File: src/rtl/pipe_reg_elastic.sv
// Elastic valid/ready register pipeline of DEPTH stages with flush and occupancy.
// Optional stall/bubble performance counters are enabled by defining PIPE_REG_PERF_EN.
module pipe_reg_elastic #(
   parameter int                DATA_W    = 68,
   parameter int                DEPTH     = 1,
   parameter logic [DATA_W-1:0] RESET_VAL = '0
) (
   input  logic                       clk,
   input  logic                       reset,
   input  logic                       flush,
   input  logic                       in_valid,
   output logic                       in_ready,
   input  logic [DATA_W-1:0]          in_data,
   output logic                       out_valid,
   input  logic                       out_ready,
   output logic [DATA_W-1:0]          out_data,
   output logic [$clog2(DEPTH+1)-1:0] occupancy,
   output logic [31:0]                stall_cnt,
   output logic [31:0]                bubble_cnt
);

   localparam int OCC_W = $clog2(DEPTH+1);

   logic [DEPTH-1:0]  r_valid;
   logic [DATA_W-1:0] r_data [DEPTH];
   logic [DEPTH:0]    w_ready;
   logic [DEPTH-1:0]  w_vin;
   logic [DATA_W-1:0] w_din [DEPTH];
   logic [OCC_W-1:0]  w_occ;

   // Ready ripples backwards from the output; w_ready[DEPTH] is the downstream sink.
   assign w_ready[DEPTH] = out_ready;

   generate
      for (genvar gi = 0; gi < DEPTH; gi++) begin : g_stage
         assign w_ready[gi] = ~r_valid[gi] | w_ready[gi+1];
         if (gi == 0) begin : g_first
            assign w_vin[gi] = in_valid;
            assign w_din[gi] = in_data;
         end else begin : g_rest
            assign w_vin[gi] = r_valid[gi-1];
            assign w_din[gi] = r_data[gi-1];
         end
      end
   endgenerate

   always_ff @(posedge clk or posedge reset) begin
      if (reset) begin
         for (int i = 0; i < DEPTH; i++) begin
            r_valid[i] <= 1'b0;
            r_data[i]  <= RESET_VAL;
         end
      end else if (flush) begin
         for (int i = 0; i < DEPTH; i++) begin
            r_valid[i] <= 1'b0;
            r_data[i]  <= RESET_VAL;
         end
      end else begin
         for (int i = 0; i < DEPTH; i++) begin
            if (w_ready[i]) begin
               r_valid[i] <= w_vin[i];
               // Bubbles leave the previous payload in place.
               if (w_vin[i]) r_data[i] <= w_din[i];
            end
         end
      end
   end

   always_comb begin
      w_occ = '0;
      for (int i = 0; i < DEPTH; i++) begin
         w_occ = w_occ + OCC_W'(r_valid[i]);
      end
   end

   assign in_ready  = w_ready[0] & ~flush;
   assign out_valid = r_valid[DEPTH-1];
   assign out_data  = r_data[DEPTH-1];
   assign occupancy = w_occ;

`ifdef PIPE_REG_PERF_EN
   logic [31:0] r_stall_cnt;
   logic [31:0] r_bubble_cnt;

   // Counters survive flush; only reset clears them. Both wrap naturally.
   always_ff @(posedge clk or posedge reset) begin
      if (reset) begin
         r_stall_cnt  <= '0;
         r_bubble_cnt <= '0;
      end else begin
         if (out_valid && !out_ready) r_stall_cnt  <= r_stall_cnt + 32'd1;
         if (!out_valid && out_ready) r_bubble_cnt <= r_bubble_cnt + 32'd1;
      end
   end

   assign stall_cnt  = r_stall_cnt;
   assign bubble_cnt = r_bubble_cnt;
`else
   assign stall_cnt  = 32'd0;
   assign bubble_cnt = 32'd0;
`endif

endmodule

File: config.mk
export PLATFORM = sky130hd
export DESIGN_NAME = pipe_reg_elastic
export DESIGN_NICKNAME = d
export VERILOG_FILES = /design/src/rtl/pipe_reg_elastic.sv
export SDC_FILE = /design/constraint.sdc
export NUM_CORES = 1
export LEC_CHECK = 0
export ABC_AREA = 1
export CAP_MARGIN = 20
export CORE_AREA = 10 10 113 115
export DETAILED_ROUTE_END_ITERATION = 6
export DIE_AREA = 0 0 123 125
export PLACE_DENSITY = 0.75
export RECOVER_POWER = 50
export SETUP_SLACK_MARGIN = 0.05
export SLEW_MARGIN = 20
export SYNTH_ARGS = -nofsm -noshare
export SYNTH_HDL_FRONTEND = slang
export SYNTH_SLANG_ARGS = --single-unit
File: constraint.sdc
create_clock -name clk -period 1.9 [get_ports clk]
set_clock_uncertainty 0.1 [all_clocks]
set_input_delay 0.19 -clock clk [delete_from_list [all_inputs] [get_ports clk]]
set_output_delay 0.19 -clock clk [all_outputs]
set_load 0.005 [all_outputs]
==> results of run 1 <==
-- flip-flops by register name, indices dropped and copies added (netlist names) --
| signal | cells |
|---|---|
| out_valid | 1 |
| out_data | 68 |
-- final cells by class --
cell class | count | area share, %
Clock buffer | 11 | 2.694
Clock inverter | 3 | 0.3079
Inverter | 3 | 0.3335
Multi-Input combinational cell | 272 | 26.53
Sequential cell | 69 | 35.40
Tap cell | 140 | 3.592
Timing Repair Buffer | 151 | 31.14
-- power by group through the flow --
stage               Combinational, mW  Sequential (mW)  Clock [mW]
floorplan                       0.353             1.64           0
global route                    0.725             1.62        1.07
detailed placement              0.667             1.64           0
finish                          0.659             1.61       0.960
global placement                0.658             1.63           0
CTS                             0.669             1.61        1.02
-- logic make-up after synthesis --
family / after synthesis
AO/OA/AOI/OAI: 2
buffers and inverters: 104
flip-flops: 69
other: 1
AND/OR/NAND/NOR: 206
-- metrics by stage --
| step | utilization (%) | std cells | cell area [um^2] | worst slack (ns) | hold slack (ns) |
|---|---|---|---|---|---|
| after detailed placement | 44.78 | 635 | 4748 | 0.2136 | 0.3887 |
| final | 46.00 | 649 | 4877 | 0.1396 | 0.2988 |
| after global routing | 46.00 | 649 | 4877 | 0.04385 | 0.3018 |
| after global placement | 44.78 | 635 | 4748 | 0.2572 | 0.3801 |
| after floorplan | - | 445 | 3729 | 0.7407 | 0.1531 |
| after CTS | 46.16 | 649 | 4895 | 0.1019 | 0.1982 |
-- per-layer routing --
layer	wire, um	GRT usage (%)
met1	4258	15.70
met2	5223	21.37
met3	1010	4.590
met4	147	4.935
met5	0	0
-- synth_stat cells --
cell type / instances / area (um^2)
sky130_fd_sc_hd__clkbuf_1: 8 / 30.03
sky130_fd_sc_hd__dfrtp_1: 69 / 1727
sky130_fd_sc_hd__buf_2: 17 / 85.08
sky130_fd_sc_hd__nand3_1: 68 / 340.3
sky130_fd_sc_hd__buf_4: 74 / 555.5
sky130_fd_sc_hd__inv_2: 2 / 7.510
sky130_fd_sc_hd__nand2_1: 68 / 255.2
sky130_fd_sc_hd__conb_1: 1 / 3.750
sky130_fd_sc_hd__inv_1: 1 / 3.750
sky130_fd_sc_hd__nand4_1: 68 / 425.4
sky130_fd_sc_hd__nand2_4: 2 / 22.52
sky130_fd_sc_hd__a21oi_1: 2 / 10.01
sky130_fd_sc_hd__buf_6: 2 / 22.52
-- worst paths after layout --
kind                               from      endpoint  slack (ns)  depth (start not counted)
setup / recovery              out_valid      in_ready        0.14                          2
hold / removal                 in_valid   out_data[0]        0.30                          4
setup reg to reg              out_valid  out_data[39]        0.21                          5
hold reg to reg            out_data[43]  out_data[43]        0.40                          2
max in group asynchronous         reset  out_data[16]        0.51                          3
min in group asynchronous         reset   out_data[5]        0.55                          3
-- worst min-delay path: stages --
cell and delay [ns]:
sky130_fd_sc_hd__buf_2 0.13, sky130_fd_sc_hd__buf_12 0.20, sky130_fd_sc_hd__nand4_1 0.12, sky130_fd_sc_hd__nand2_1 0.05
==> metrics list, run 1 <==
* Number of sinks driven by the clock tree: 69
- In this run the static leakage power is 2.371 nW.
* Final Hold Vio Count: 0
- In this run, flip-flops and latches consume 49.9% of the power.
- The region available for standard cell placement spans 0.01060 mm^2.
- For this block, the routed nets add up to 10640 um of wire.
- After detailed routing, the number of remaining DRC violations is 0.
* Tot GR Track Use: 13.19%
- For the worst-skew pair, the clock arrives at the later sink with an insertion delay of 0.33 ns.
- Avg Vias per Cell: 4.720
- Initial antenna violation count: 0
* Post-CTS resize count: 0
* TritonRoute pass-1 iters: 4
- Post-layout net count: 579
- DIE HEIGHT: 125 um
* Largest stage delay on the critical path: 0.54 ns
- Simple-gate share of the synthesized area: 29.91%
- For this run, the register share of the synthesized area comes to 49.50%.
- At the end of routability-driven placement, the weighted congestion stood at 0.7395.
- In the final layout, the share of cells above drive strength 1 is 5.108%.
* Highest ir drop seen on vdd: 0.2382 mV
- Arrival time at the worst endpoint: 1.47 ns
* Synth Area per Inst: 9.132 um^2
- The min-delay analysis places its worst path in the category input pin to flip-flop.
- XOR/XNOR share of the synthesized area: 0%
- Overall power consumption: 3.229 mW
* Via count: 3063
* Switching power share of the total: 26.87%
- Count of unique library cells instantiated by Yosys: 13
* Ports: 208
- The tool flagged a number of max-cap violations equal to 0.
* # diodes: 0
* Number of placement rows: 38
- Mapped Area: 0.003488 mm^2
* Slew Limit Headroom: 37.08%
* Global route total overflow: 0
- The clock network is responsible for 29.7% of the overall power.
- For this design, the slowest cell found on the critical path is sky130_fd_sc_hd__clkdlybuf4s50_1.
- Clock-pin transition on the worst setup and hold timing paths: 0.07 ns
- Dominant delay contributor by cell family on the critical path: buffers and inverters
- Cell at the root of the clock tree: sky130_fd_sc_hd__clkbuf_8
- Total negative slack: 0 ns
- Highest-count cells in the layout ignoring fill and taps: sky130_fd_sc_hd__clkdlybuf4s50_1 (139), sky130_fd_sc_hd__dfrtp_1 (69), sky130_fd_sc_hd__nand3_1 (68), sky130_fd_sc_hd__nand4_1 (68), sky130_fd_sc_hd__nand2_1 (68)
* Highest net fanout along the worst path: 4
- Across the whole layout, storage elements account for 0.001727 mm^2.
* Number of H-tree branching levels: 3
* Result of the run: completed
- Final setup violation count: 0
- Required time of the critical path: 1.61 ns
- Combinational power share: 20.4%
* Area of combinational cells with multiple inputs: 0.001294 mm^2
- Summed over all nets, the half-perimeter wirelength after detailed placement is 7649 um.
- I/O Buffers: 143
* Minimum clock period after layout: 1.760 ns
- Derived from the worst setup path, the maximum achievable clock frequency is 568.1 MHz.
- The worst setup path is launched from a flip-flop.
- Internal Power: 2.361 mW
- After detailed routing, the average wire length per cell comes to 16.39 um.
* CP Cell Sequence: a21oi_1, clkdlybuf4s50_1
- PwrDens: 662.0 mW/mm^2
* Critical path endpoint category: output pin
- Cell count after synthesis: 382
- Setup repair after global routing left no endpoint under its margin.
* Share of the clock period used by the worst path: 92.65%
- Summing the areas of all compound-gate instances in the mapped netlist gives 0.2869% of the synthesized area.
- Fill cells in the final layout number 1028.
- Yosys warns: 0
* Die extent in x: 123 um
* Most frequent standard cell in the layout excluding fill and tap cells: sky130_fd_sc_hd__clkdlybuf4s50_1
- Number of buffers between clock root and the deepest sink: 2
- Number of synthesized register bits: 69
- Hold-fix buffer count after cts: 0
- Sum of buffers and inverters on the critical path: 1
- Initial drt markers: 232
* Vias in the first global route: 3093
* Num CTS Buffers: 9
- TritonCTS built the clock tree.
- The initial utilization of the core area, before any placement, comes to 32.90%.
* Tightest Pin Transition: 0.9438 ns
* Net Sw Power: 0.8676 mW
- The first global-routing pass estimated 16620 um of wire.
- Final-report max-slew violation count: 0
- Die area: 0.01538 mm^2
* Layout Area Growth over Synthesis: 39.81%
- The detail route stage leaves a number of antenna-violating nets equal to 0.
- Mux cell area share after synthesis: 0%
- Summing the areas of all fa, ha and maj instances in the mapped netlist gives 0% of the synthesized area.
* Critical path class: flip-flop to output pin
- Dominant combinational cell family by area after synthesis: simple AND/OR/NAND/NOR gates
* Post-CTS Setup Inserts: 0
- Largest net degree at the start of global routing: 83
Note: power is estimated with default switching activity, not from simulation.
==> run 2, diff against run 1 <==
--- a/config.mk
+++ b/config.mk
@@ -7,10 +7,12 @@
 export LEC_CHECK = 0
 export ABC_AREA = 1
 export CAP_MARGIN = 20
-export CORE_AREA = 10 10 113 115
+export CORE_AREA = 10 10 90 92
+export CTS_CLUSTER_DIAMETER = 30
 export DETAILED_ROUTE_END_ITERATION = 6
-export DIE_AREA = 0 0 123 125
-export PLACE_DENSITY = 0.75
+export DIE_AREA = 0 0 100 102
+export DONT_BUFFER_PORTS = 1
+export PLACE_DENSITY = 0.73
 export RECOVER_POWER = 50
 export SETUP_SLACK_MARGIN = 0.05
 export SLEW_MARGIN = 20
==> metrics list, run 2 (synthesis gave the netlist of run 1 again) <==
* Result of the run: completed (unchanged)
- The global routing usage on met2 is 36.39% (was 21.37%).
- Sequential cell area in the final layout: 0.001728 mm^2 (was 0.001727 mm^2)
- The total DRC errors in the routed layout came to 0 (unchanged).
- Cell at the root of the clock tree: sky130_fd_sc_hd__clkbuf_8 (unchanged)
- CP Cell Sequence: nand2_4, buf_8, nand4_1, dlygate4sd3_1, nand2_1 (was a21oi_1, clkdlybuf4s50_1)
- The number of nets in the final layout is 535 (was 579).
* Total core area: 0.006277 mm^2 (was 0.01060 mm^2)
- Clock tree from TritonCTS: yes (unchanged)
- The global-route usage over all layers was 21.12% (was 13.19%).
- Most frequent standard cell in the layout excluding fill and tap cells: sky130_fd_sc_hd__dlygate4sd3_1 (was sky130_fd_sc_hd__clkdlybuf4s50_1)
- Required time of the critical path: 2.05 ns (was 1.61 ns)
- Hold crit path type: input pin to flip-flop (unchanged)
- The arrival time at the worst endpoint came to 1.92 ns (was 1.47 ns).
* Number of H-tree branching levels: 3 (unchanged)
- I/O Buffers: 0 (was 143)
- The total vias in the final route is 3025 (was 3063).
* Ports: 208 (unchanged)
- Maximum clock rate: 567.0 MHz (was 568.1 MHz)
* Final routed wirelength across all metal layers: 11340 um (was 10640 um)
- Number of placement rows: 29 (was 38)
- Starting Density: 55.57% (was 32.90%)
- Initial antenna violation count: 0 (unchanged)
* Proportion of layout cells with a drive suffix above 1: 6.438% (was 5.108%)
- Slew Limit Headroom: 40.48% (was 37.08%)
- The areal power density over the cells came to 725.6 mW/mm^2 (was 662.0 mW/mm^2).
- The slew of the pin with the lowest slew margin was 0.8928 ns (was 0.9438 ns).
* Clock-pin transition on the worst setup and hold timing paths: 0.07 ns (about the same)
- Critical path endpoint category: flip-flop (was output pin)
* Largest stage delay on the critical path: 0.61 ns (was 0.54 ns)
* Global route total overflow: 0 (unchanged)
- Highest-count cells in the layout ignoring fill and taps: sky130_fd_sc_hd__dlygate4sd3_1 (96), sky130_fd_sc_hd__nand3_1 (68), sky130_fd_sc_hd__nand4_1 (68), sky130_fd_sc_hd__nand2_1 (68), sky130_fd_sc_hd__dfrtp_1 (68) (was sky130_fd_sc_hd__clkdlybuf4s50_1 (139), sky130_fd_sc_hd__dfrtp_1 (69), sky130_fd_sc_hd__nand3_1 (68), sky130_fd_sc_hd__nand4_1 (68), sky130_fd_sc_hd__nand2_1 (68))
- HPWL after detailed placement: 6645 um (was 7649 um)
- The area taken by multi-input logic gates is 0.001294 mm^2 (unchanged).
* Die area: 0.01020 mm^2 (was 0.01538 mm^2)
* Number of sinks driven by the clock tree: 69 (unchanged)
- The worst voltage drop across the vdd grid came to 0.5121 mV (was 0.2382 mV).
- Initial drt markers: 211 (was 232)
- The final number of hold-violating endpoints was 0 (unchanged).
- The height of the die is 102 um (was 125 um).
- The critical path start-end classification is flip-flop to flip-flop (was flip-flop to output pin).
- The maximum fanout along the worst path came to 26 (was 4).
* CP Launch Type: flip-flop (unchanged)
- The detail-routed net length per standard cell is 20.88 um (was 16.39 um).
- Clock Latency Late Sink: 0.32 ns (was 0.33 ns)
- Setup repair after global routing missed its margin: false (unchanged)
- Number of nets with antenna violations after detailed routing: 0 (unchanged)
- Global-route met3 utilization: 8.907% (was 4.590%)
- Die extent in x: 100 um (was 123 um)
- # diodes: 0 (unchanged)
- The met1 track demand over resource in global routing came to 23.06% (was 15.70%).
- Num CTS Buffers: 9 (unchanged)
* Leak: 2.207 nW (was 2.371 nW)
- The filler cell count in the final layout is 451 (was 1028).
- The max-cap violation count was 0 (unchanged).
- The maximum number of pins on one net before global-route repair was 61 (was 83).
- TritonRoute pass-1 iters: 4 (unchanged)
* Vias in the first global route: 3127 (was 3093)
- Final GP Congestion: 0.7516 (was 0.7395)
- The time the worst path needs with I/O delays and setup was 1.764 ns (was 1.760 ns).
- The final cycle utilization of the critical path is 92.83% (was 92.65%).
* Overall power consumption: 3.190 mW (was 3.229 mW)
- The signed area change from the synthesized netlist to the final layout was 26.00% (was 39.81%).
- The standard cell with the maximum stage delay on the critical path is sky130_fd_sc_hd__dlygate4sd3_1 (was sky130_fd_sc_hd__clkdlybuf4s50_1).
- The ratio of routed vias to standard cells is 5.571 (was 4.720).
* Final setup violation count: 0 (unchanged)
* Total negative slack: 0 ns (unchanged)
* Final-report max-slew violation count: 0 (unchanged)
- The busiest layer in global routing is met2 (unchanged).
- Number of buffers between clock root and the deepest sink: 2 (unchanged)
- Global-route wire length before repair: 17550 um (was 16620 um)
- The flip-flop count of the largest register after layout was 68 (unchanged).
## run 2: final timing paths
| kind | depth (start not counted) | to | from | slack, ns |
|---|---|---|---|---|
| min reg2reg | 2 | out_data[40] | out_data[40] | 0.44 |
| max | 5 | out_data[48] | out_valid | 0.14 |
| min in group asynchronous | 3 | out_data[49] | reset | 0.55 |
| min | 3 | out_data[54] | in_valid | 0.12 |
| max reg2reg | 5 | out_data[48] | out_valid | 0.14 |
| max in group asynchronous | 3 | out_valid | reset | 0.51 |
## run 2: metrics by stage
stage               hold slack, ns  instance area, um^2  instances  utilization [%]  worst slack, ns
floorplan                   0.1531                 3729        445                -           0.7407
global placement            0.1030                 3233        431            51.50           0.5502
detailed placement          0.1088                 3233        431            51.50           0.5189
CTS                        0.08996                 4392        543            69.96          0.09457
global route                0.1038                 4395        543            70.02          0.07956
finish                      0.1199                 4395        543            70.02           0.1362
## run 2: repair_timing
action                                  CTS  global route
hold buffers                             97             0
gates resized for setup                   0             3
endpoints found under the setup margin    0            25
hold endpoints to repair                138             0
setup buffers                             0             0
## run 2: where the power goes
group	total, mW	switching [mW]	leakage (nW)	internal, mW
sequential	1.65	0.0896	0.920	1.56
clock	1.08	0.501	0.0926	0.574
combinational	0.467	0.262	1.19	0.204
## run 2: final cells by class
class,instances,share of cell area (%)
repair buffers,107,24.65
clock buffers,14,3.928
inverters,3,0.3701
well taps,77,2.192
flip-flops and latches,69,39.31
multi-input cells,272,29.43
clock inverters,1,0.1139
## run 2: critical path: cells and delay by family (launching register included)
kind	cells	cell delay, ns
flip-flops	1	0.46
AND/OR/NAND/NOR	3	0.34
buffers and inverters	2	0.80
## run 2: metal layers
metal	part of all wire, %	vias to the layer above
li1	-	1351
met1	35	1467
met2	51	189
met3	13	18
met4	1.4	0
met5	0	-
